$ cat src/rtl/cdc_handshake_rx.sv
// Receive-side endpoint of a 4-phase req/ack CDC handshake, clk_dest domain only.
// Captures each word into a one-entry holding register and presents it on valid/ready.
module cdc_handshake_rx #(
    parameter int DATA_WIDTH = 8,
    parameter int CNT_WIDTH  = 16
) (
    input  logic                  clk_dest,
    input  logic                  rst_n,
    input  logic                  req_sync,
    input  logic [DATA_WIDTH-1:0] in_data,
    output logic                  ack,
    output logic [DATA_WIDTH-1:0] m_data,
    output logic                  m_valid,
    input  logic                  m_ready,
    output logic [CNT_WIDTH-1:0]  xfer_cnt,
    output logic                  err_withdraw,
    input  logic                  clr_err
);

    typedef enum logic [0:0] {
        ST_IDLE = 1'b0,
        ST_ACK  = 1'b1
    } state_t;

    state_t                  r_state;
    state_t                  w_next_state;
    logic                    r_ack;
    logic                    r_m_valid;
    logic [DATA_WIDTH-1:0]   r_m_data;
    logic [CNT_WIDTH-1:0]    r_xfer_cnt;
    logic                    r_err;
    logic                    r_req_pend;
    logic                    w_space;
    logic                    w_pop;
    logic                    w_capture;
    logic                    w_withdraw;
    logic                    w_pend_next;

    // State register
    always_ff @(posedge clk_dest or negedge rst_n) begin
        if (!rst_n) begin
            r_state <= ST_IDLE;
        end else begin
            r_state <= w_next_state;
        end
    end

    // Next-state logic: leave ACK only once the source has dropped its request
    always_comb begin
        w_next_state = r_state;
        case (r_state)
            ST_IDLE: begin
                if (w_capture) begin
                    w_next_state = ST_ACK;
                end else begin
                    w_next_state = ST_IDLE;
                end
            end
            ST_ACK: begin
                if (!req_sync) begin
                    w_next_state = ST_IDLE;
                end else begin
                    w_next_state = ST_ACK;
                end
            end
            default: w_next_state = ST_IDLE;
        endcase
    end

    // Per-state decode of capture, withdraw detection and pending-request tracking
    always_comb begin
        w_space     = !r_m_valid | m_ready;
        w_pop       = r_m_valid & m_ready;
        w_capture   = 1'b0;
        w_withdraw  = 1'b0;
        w_pend_next = 1'b0;
        case (r_state)
            ST_IDLE: begin
                w_capture   = req_sync & w_space;
                w_withdraw  = r_req_pend & !req_sync;
                w_pend_next = req_sync & !w_space;
            end
            ST_ACK: begin
                w_capture   = 1'b0;
                w_withdraw  = 1'b0;
                w_pend_next = 1'b0;
            end
            default: begin
                w_capture   = 1'b0;
                w_withdraw  = 1'b0;
                w_pend_next = 1'b0;
            end
        endcase
    end

    // Acknowledge mirrors the registered state so it never depends combinationally on inputs
    always_ff @(posedge clk_dest or negedge rst_n) begin
        if (!rst_n) begin
            r_ack <= 1'b0;
        end else begin
            r_ack <= (w_next_state == ST_ACK);
        end
    end

    // Holding register: capture wins over a same-cycle pop
    always_ff @(posedge clk_dest or negedge rst_n) begin
        if (!rst_n) begin
            r_m_valid <= 1'b0;
            r_m_data  <= {DATA_WIDTH{1'b0}};
        end else if (w_capture) begin
            r_m_valid <= 1'b1;
            r_m_data  <= in_data;
        end else if (w_pop) begin
            r_m_valid <= 1'b0;
            r_m_data  <= r_m_data;
        end else begin
            r_m_valid <= r_m_valid;
            r_m_data  <= r_m_data;
        end
    end

    // Transfer counter, wraps silently
    always_ff @(posedge clk_dest or negedge rst_n) begin
        if (!rst_n) begin
            r_xfer_cnt <= {CNT_WIDTH{1'b0}};
        end else if (w_capture) begin
            r_xfer_cnt <= r_xfer_cnt + {{(CNT_WIDTH-1){1'b0}}, 1'b1};
        end else begin
            r_xfer_cnt <= r_xfer_cnt;
        end
    end

    // Sticky withdraw flag; a new violation beats a simultaneous clear
    always_ff @(posedge clk_dest or negedge rst_n) begin
        if (!rst_n) begin
            r_req_pend <= 1'b0;
            r_err      <= 1'b0;
        end else begin
            r_req_pend <= w_pend_next;
            if (w_withdraw) begin
                r_err <= 1'b1;
            end else if (clr_err) begin
                r_err <= 1'b0;
            end else begin
                r_err <= r_err;
            end
        end
    end

    assign ack          = r_ack;
    assign m_valid      = r_m_valid;
    assign m_data       = r_m_data;
    assign xfer_cnt     = r_xfer_cnt;
    assign err_withdraw = r_err;

endmodule

$ cat config.mk
export PLATFORM = sky130hd
export DESIGN_NAME = cdc_handshake_rx
export DESIGN_NICKNAME = d
export VERILOG_FILES = /design/src/rtl/cdc_handshake_rx.sv
export SDC_FILE = /design/constraint.sdc
export NUM_CORES = 1
export LEC_CHECK = 0
export ABC_CLOCK_PERIOD_IN_PS = 1300
export CAP_MARGIN = 20
export CORE_MARGIN = 4
export CORE_UTILIZATION = 35
export CTS_CLUSTER_DIAMETER = 120
export DETAILED_ROUTE_END_ITERATION = 10
export DONT_BUFFER_PORTS = 1
export GPL_ROUTABILITY_DRIVEN = 0
export MAX_ROUTING_LAYER = met4
export SLEW_MARGIN = 20
export SYNTH_ARGS = -nofsm -noshare
export SYNTH_HDL_FRONTEND = slang
export SYNTH_SLANG_ARGS = --single-unit
$ cat constraint.sdc
create_clock -name clk_dest -period 1.3 [get_ports clk_dest]
set_input_delay 0.26 -clock clk_dest [delete_from_list [all_inputs] [get_ports clk_dest]]
set_output_delay 0.26 -clock clk_dest [all_outputs]
set_load 0.03 [all_outputs]
; Word level (Yosys, flattened, before mapping)
; Cells that the tools add are included.
[word_totals]
ff_bits = 28
in_bits = 13
output_inout_bits = 27
elab_cells = 28
[classes]
n_addsub = 1
mux = 10
bitwise = 6
n_reduce_logical = 5
[op_table]
columns = op, n
row1 = adder 16 x 1 -> 16 bit (second input constant), 1
row2 = one-hot mux 1 bit (2 select lines), 4
row3 = two-way mux 1 bit, 6
row4 = bitwise AND 1 bit, 4
row5 = nonzero test 2 bit, 2
row6 = zero test 1 bit, 3
row7 = inverter 1 bit, 1
row8 = OR 1 bit, 1

; Depth between registers and ports, before layout
[logic_depth]
ltp_word = 6
ltp_mapped = 5
ltp_nobuf = 5

; Worst setup path after synthesis
; OpenSTA, ideal clock, no wires.
[synth_path]
kind = register -> register
from = reg ack (netlist name)
to = reg r_m_data[1], in the netlist m_data[1]
setup_ps = 125
arrival_time_ps = 1408
t_required_ps = 1175
setup_slack_ps = -233
path_stages_with_launch = 5
n_path_buf = 1
period_less_slack_ps = 1533
path_cell_list = dfrtp_1 nand2b_4 nor2_2 buf_4 mux2_2
[synth_rtl]
columns = element, line_no
row1 = to (signal assigned), 109  ; r_m_data <= {DATA_WIDTH{1'b0}};
row2 = to (signal assigned), 112  ; r_m_data <= in_data;
row3 = to (signal assigned), 115  ; r_m_data <= r_m_data;
row4 = to (decl), 29  ; logic [DATA_WIDTH-1:0] r_m_data;

==> impl_results.md <==
- Status: complete, but fails checks
- Failing checks: setup timing
- Max incr delay on CP: 0.43 ns
- R2R Setup Slk: -0.12 ns
- Final wirelength: 2300 um
- ANT cells: 0
- R2R Path End: xfer_cnt[11]$_DFFE_PN0P_
- Area contributors post-synth: dfrtp_1 (60%), xnor2_1 (9.8%), mux2_2 (8.7%)
- Congestion Overflow GR: 0
- Drt pass-1 iters: 2
- Die width: 65.7 um
- Final setup fails: 20
- Post-synthesis adder-cell area fraction: 1.07%
- Gr usage total: 12.4%
- Vias per inst: 4.86
- Synthesized net count: 100
- Synth Area in XOR/XNOR: 11.3%
- Remaining DRCs: 0
- Setup TNS: -0.937 ns
- Static Leak: 0.744 nW
- CP Capture Type: register
- Starting Density: 37.3%
- Hold path startpoint: clr_err
- Final Hold Violating Endpoints: 0
- Dominant cell type by area after synthesis: dfrtp_1
- Final slew viol count: 0
- First-pass GRT wire length: 4040 um
- Critical Path Start: ack$_DFF_PN0_
- CTS H-tree depth: 1
- Post-synthesis average cell area: 13.6 sq um
- RSZ-0062 raised after global routing: yes
- Max Fclk: 0.703 GHz
- Vias in the first global route: 897
- Hold depth: 1
- Die Ht: 65.7 um
- Worst hold path class: primary input to register
- Clock Skew: 0.00332 ns
- FF-to-FF path depth: 5
- Max-cap violations: 0
- Core Region: 3130 sq um
- Max clock buf depth: 2
- Final min period: 1.42 ns
- Worst skew pair latency: 0.32 ns
- First DRT Iteration DRCs: 30
- Vias: 792
- Final Net Count: 134
- Worst rel slew slack: 76.3%
- Seq cells post-synth: 28
- Cell Chain, Critical Path: nand2b_4 -> nor4_4 -> buf_6 -> nand4_1 -> xnor2_1
- IO Pins: 40
- Fillers: 283
- Critical path's slowest cell: dfrtp_2
- Post-synthesis sequential area ratio: 60.1%
- Peak VDD IR: 1.23 mV
- WS Path Type: register to register
- Post-synthesis mux area share: 8.69%
- Buf/Inv on CP: 1
- Dpl ws: -0.101 ns
- Power Density: 1490 nW/um^2
- Initial antenna violation count: 0
- Critical Path RT: 1.52 ns
- Synth cell types: 20
- Period utilization: 109%
- Synth Area in Simple Gates: 16.8%
- Main combinational cell family by area after synthesis: simple AND/OR/NAND/NOR gates
- CTS tree: built
- Hold Path Sink: err_withdraw$_DFFE_PN0P_
- Mapped cell area: 1170 sq um
- Die ar.: 4320 sq um
- Worst EP arrival: 1.64 ns
- Compound-gate portion of the synthesized area: 1.07%
- # rows: 20
- Post-synthesis cell count: 86
- Reg clk slew, reported paths: 0.13 ns
- Share of layout cells above drive strength 1: 55.5%
- Area growth syn-to-layout: 41.8%
- WHS: 0.0353 ns
- Transition time of the tightest slew-check pin: 0.355 ns
- Worst Path Max Fanout: 6
- Yosys Warn Count: 0
- TritonCTS sink count: 28
- Port Buf Inserts: 0
- Final worst-path setup slack: -0.123 ns
- Pin count of the biggest net entering global routing: 29
- Startpoint Class: register
- Launching point of the worst reg2reg path: ack$_DFF_PN0_
- Area share of the largest cell type after synthesis: 60.1%
- CTS Buf Count: 3
- CP delay by family, top: simple AND/OR/NAND/NOR gates
- Post-detail-place hpwl: 1640 um
- DR WL/cell: 14.1 um
- Clock Tree Root: clkbuf_4
- ANT nets after route: 0
cell families after synthesis:
family / count (synthesis)
muxes: 9
xor gates and xnor gates: 15
DFF: 28
and+or+nand+nor: 29
buffers and inverters: 2
adders and majority gates: 1
AOI/OAI and AO/OA: 2
state kept, by name, indices dropped and copies added (netlist names):
name / flops
ack: 1
xfer_cnt: 16
m_valid: 1
r_req_pend: 1
err_withdraw: 1
m_data: 8
Yosys cell counts:
cell,number
and3_1,1
nand3_1,5
nor2_2,1
nand4_1,5
and2b_4,1
o21ai_0,1
nand2_1,8
o21a_1,1
dfrtp_1,28
buf_4,1
and4_1,2
mux2_2,9
xor2_1,2
nor4_4,2
nand2b_4,1
nor2_1,2
inv_1,1
nand2b_1,1
xnor2_1,13
ha_1,1
report_power, final:
group	internal [mW]	leakage, nW	switching, mW
Clock	0.120	0.0150	0.229
Sequential	1.03	0.343	0.224
Combinational	0.418	0.386	0.450
Total	1.57	0.744	0.903
cell type report:
cell class,instances,area [sq um],share of cell area (%)
clock buffer,4,26.3,1.59
inverter,1,3.75,0.227
multi-input combinational,56,566,34.2
sequential,28,714,43.2
tap,44,55.1,3.33
timing repair buffer,30,289,17.5
metal layers:
metal / up-vias / share of wire, % / track usage [%]
met4: 0 / 0.35 / 2.33
met3: 2 / 11 / 5.47
met2: 35 / 49 / 19.8
met1: 394 / 39 / 14.5
li1: 361 / - / -
met5: - / 0 / -
repair_timing:
| action | CTS | global route |
|---|---|---|
| cloned | 0 | 1 |
| endpoints found under the setup margin | 20 | 22 |
| resized for setup | 4 | 21 |
| setup buffers | 2 | 1 |
| hold buffers | 2 | 0 |
| hold endpoints to repair | 28 | 0 |
| pin swaps | 7 | 11 |
per-stage QoR:
stage	area [sq um]	power, mW	util (%)	instances
2_1_floorplan	1190	1.72	-	86
6_report	1650	2.47	52.9	163
5_1_grt	1650	2.62	52.9	163
3_5_place_dp	1440	1.99	45.9	153
4_1_cts	1520	2.42	48.7	161
3_3_place_gp	1440	1.98	45.9	153
worst max-delay path by stage:
stage,end,cells after the start
floorplan,m_data[1]$_DFFE_PN0P_,4
global placement,xfer_cnt[14]$_DFFE_PN0P_,5
detailed placement,xfer_cnt[15]$_DFFE_PN0P_,5
CTS,xfer_cnt[15]$_DFFE_PN0P_,5
global route,xfer_cnt[14]$_DFFE_PN0P_,5
finish,xfer_cnt[11]$_DFFE_PN0P_,5
layout by cell type (no fill, tap or decap), drive strengths merged:
master       instances
nand2b               2
clkbuf               5
dlygate4sd3          1
xor2                 2
buf                 28
and3                 1
ha                   1
nor4                 2
xnor2               13
o21a                 1
and2b                1
nand3                5
mux2                 9
nand2                8
nor2                 3
nand4                5
o21ai                1
inv                  1
dfrtp               28
and4                 2
(Power assumes the default switching activity.)
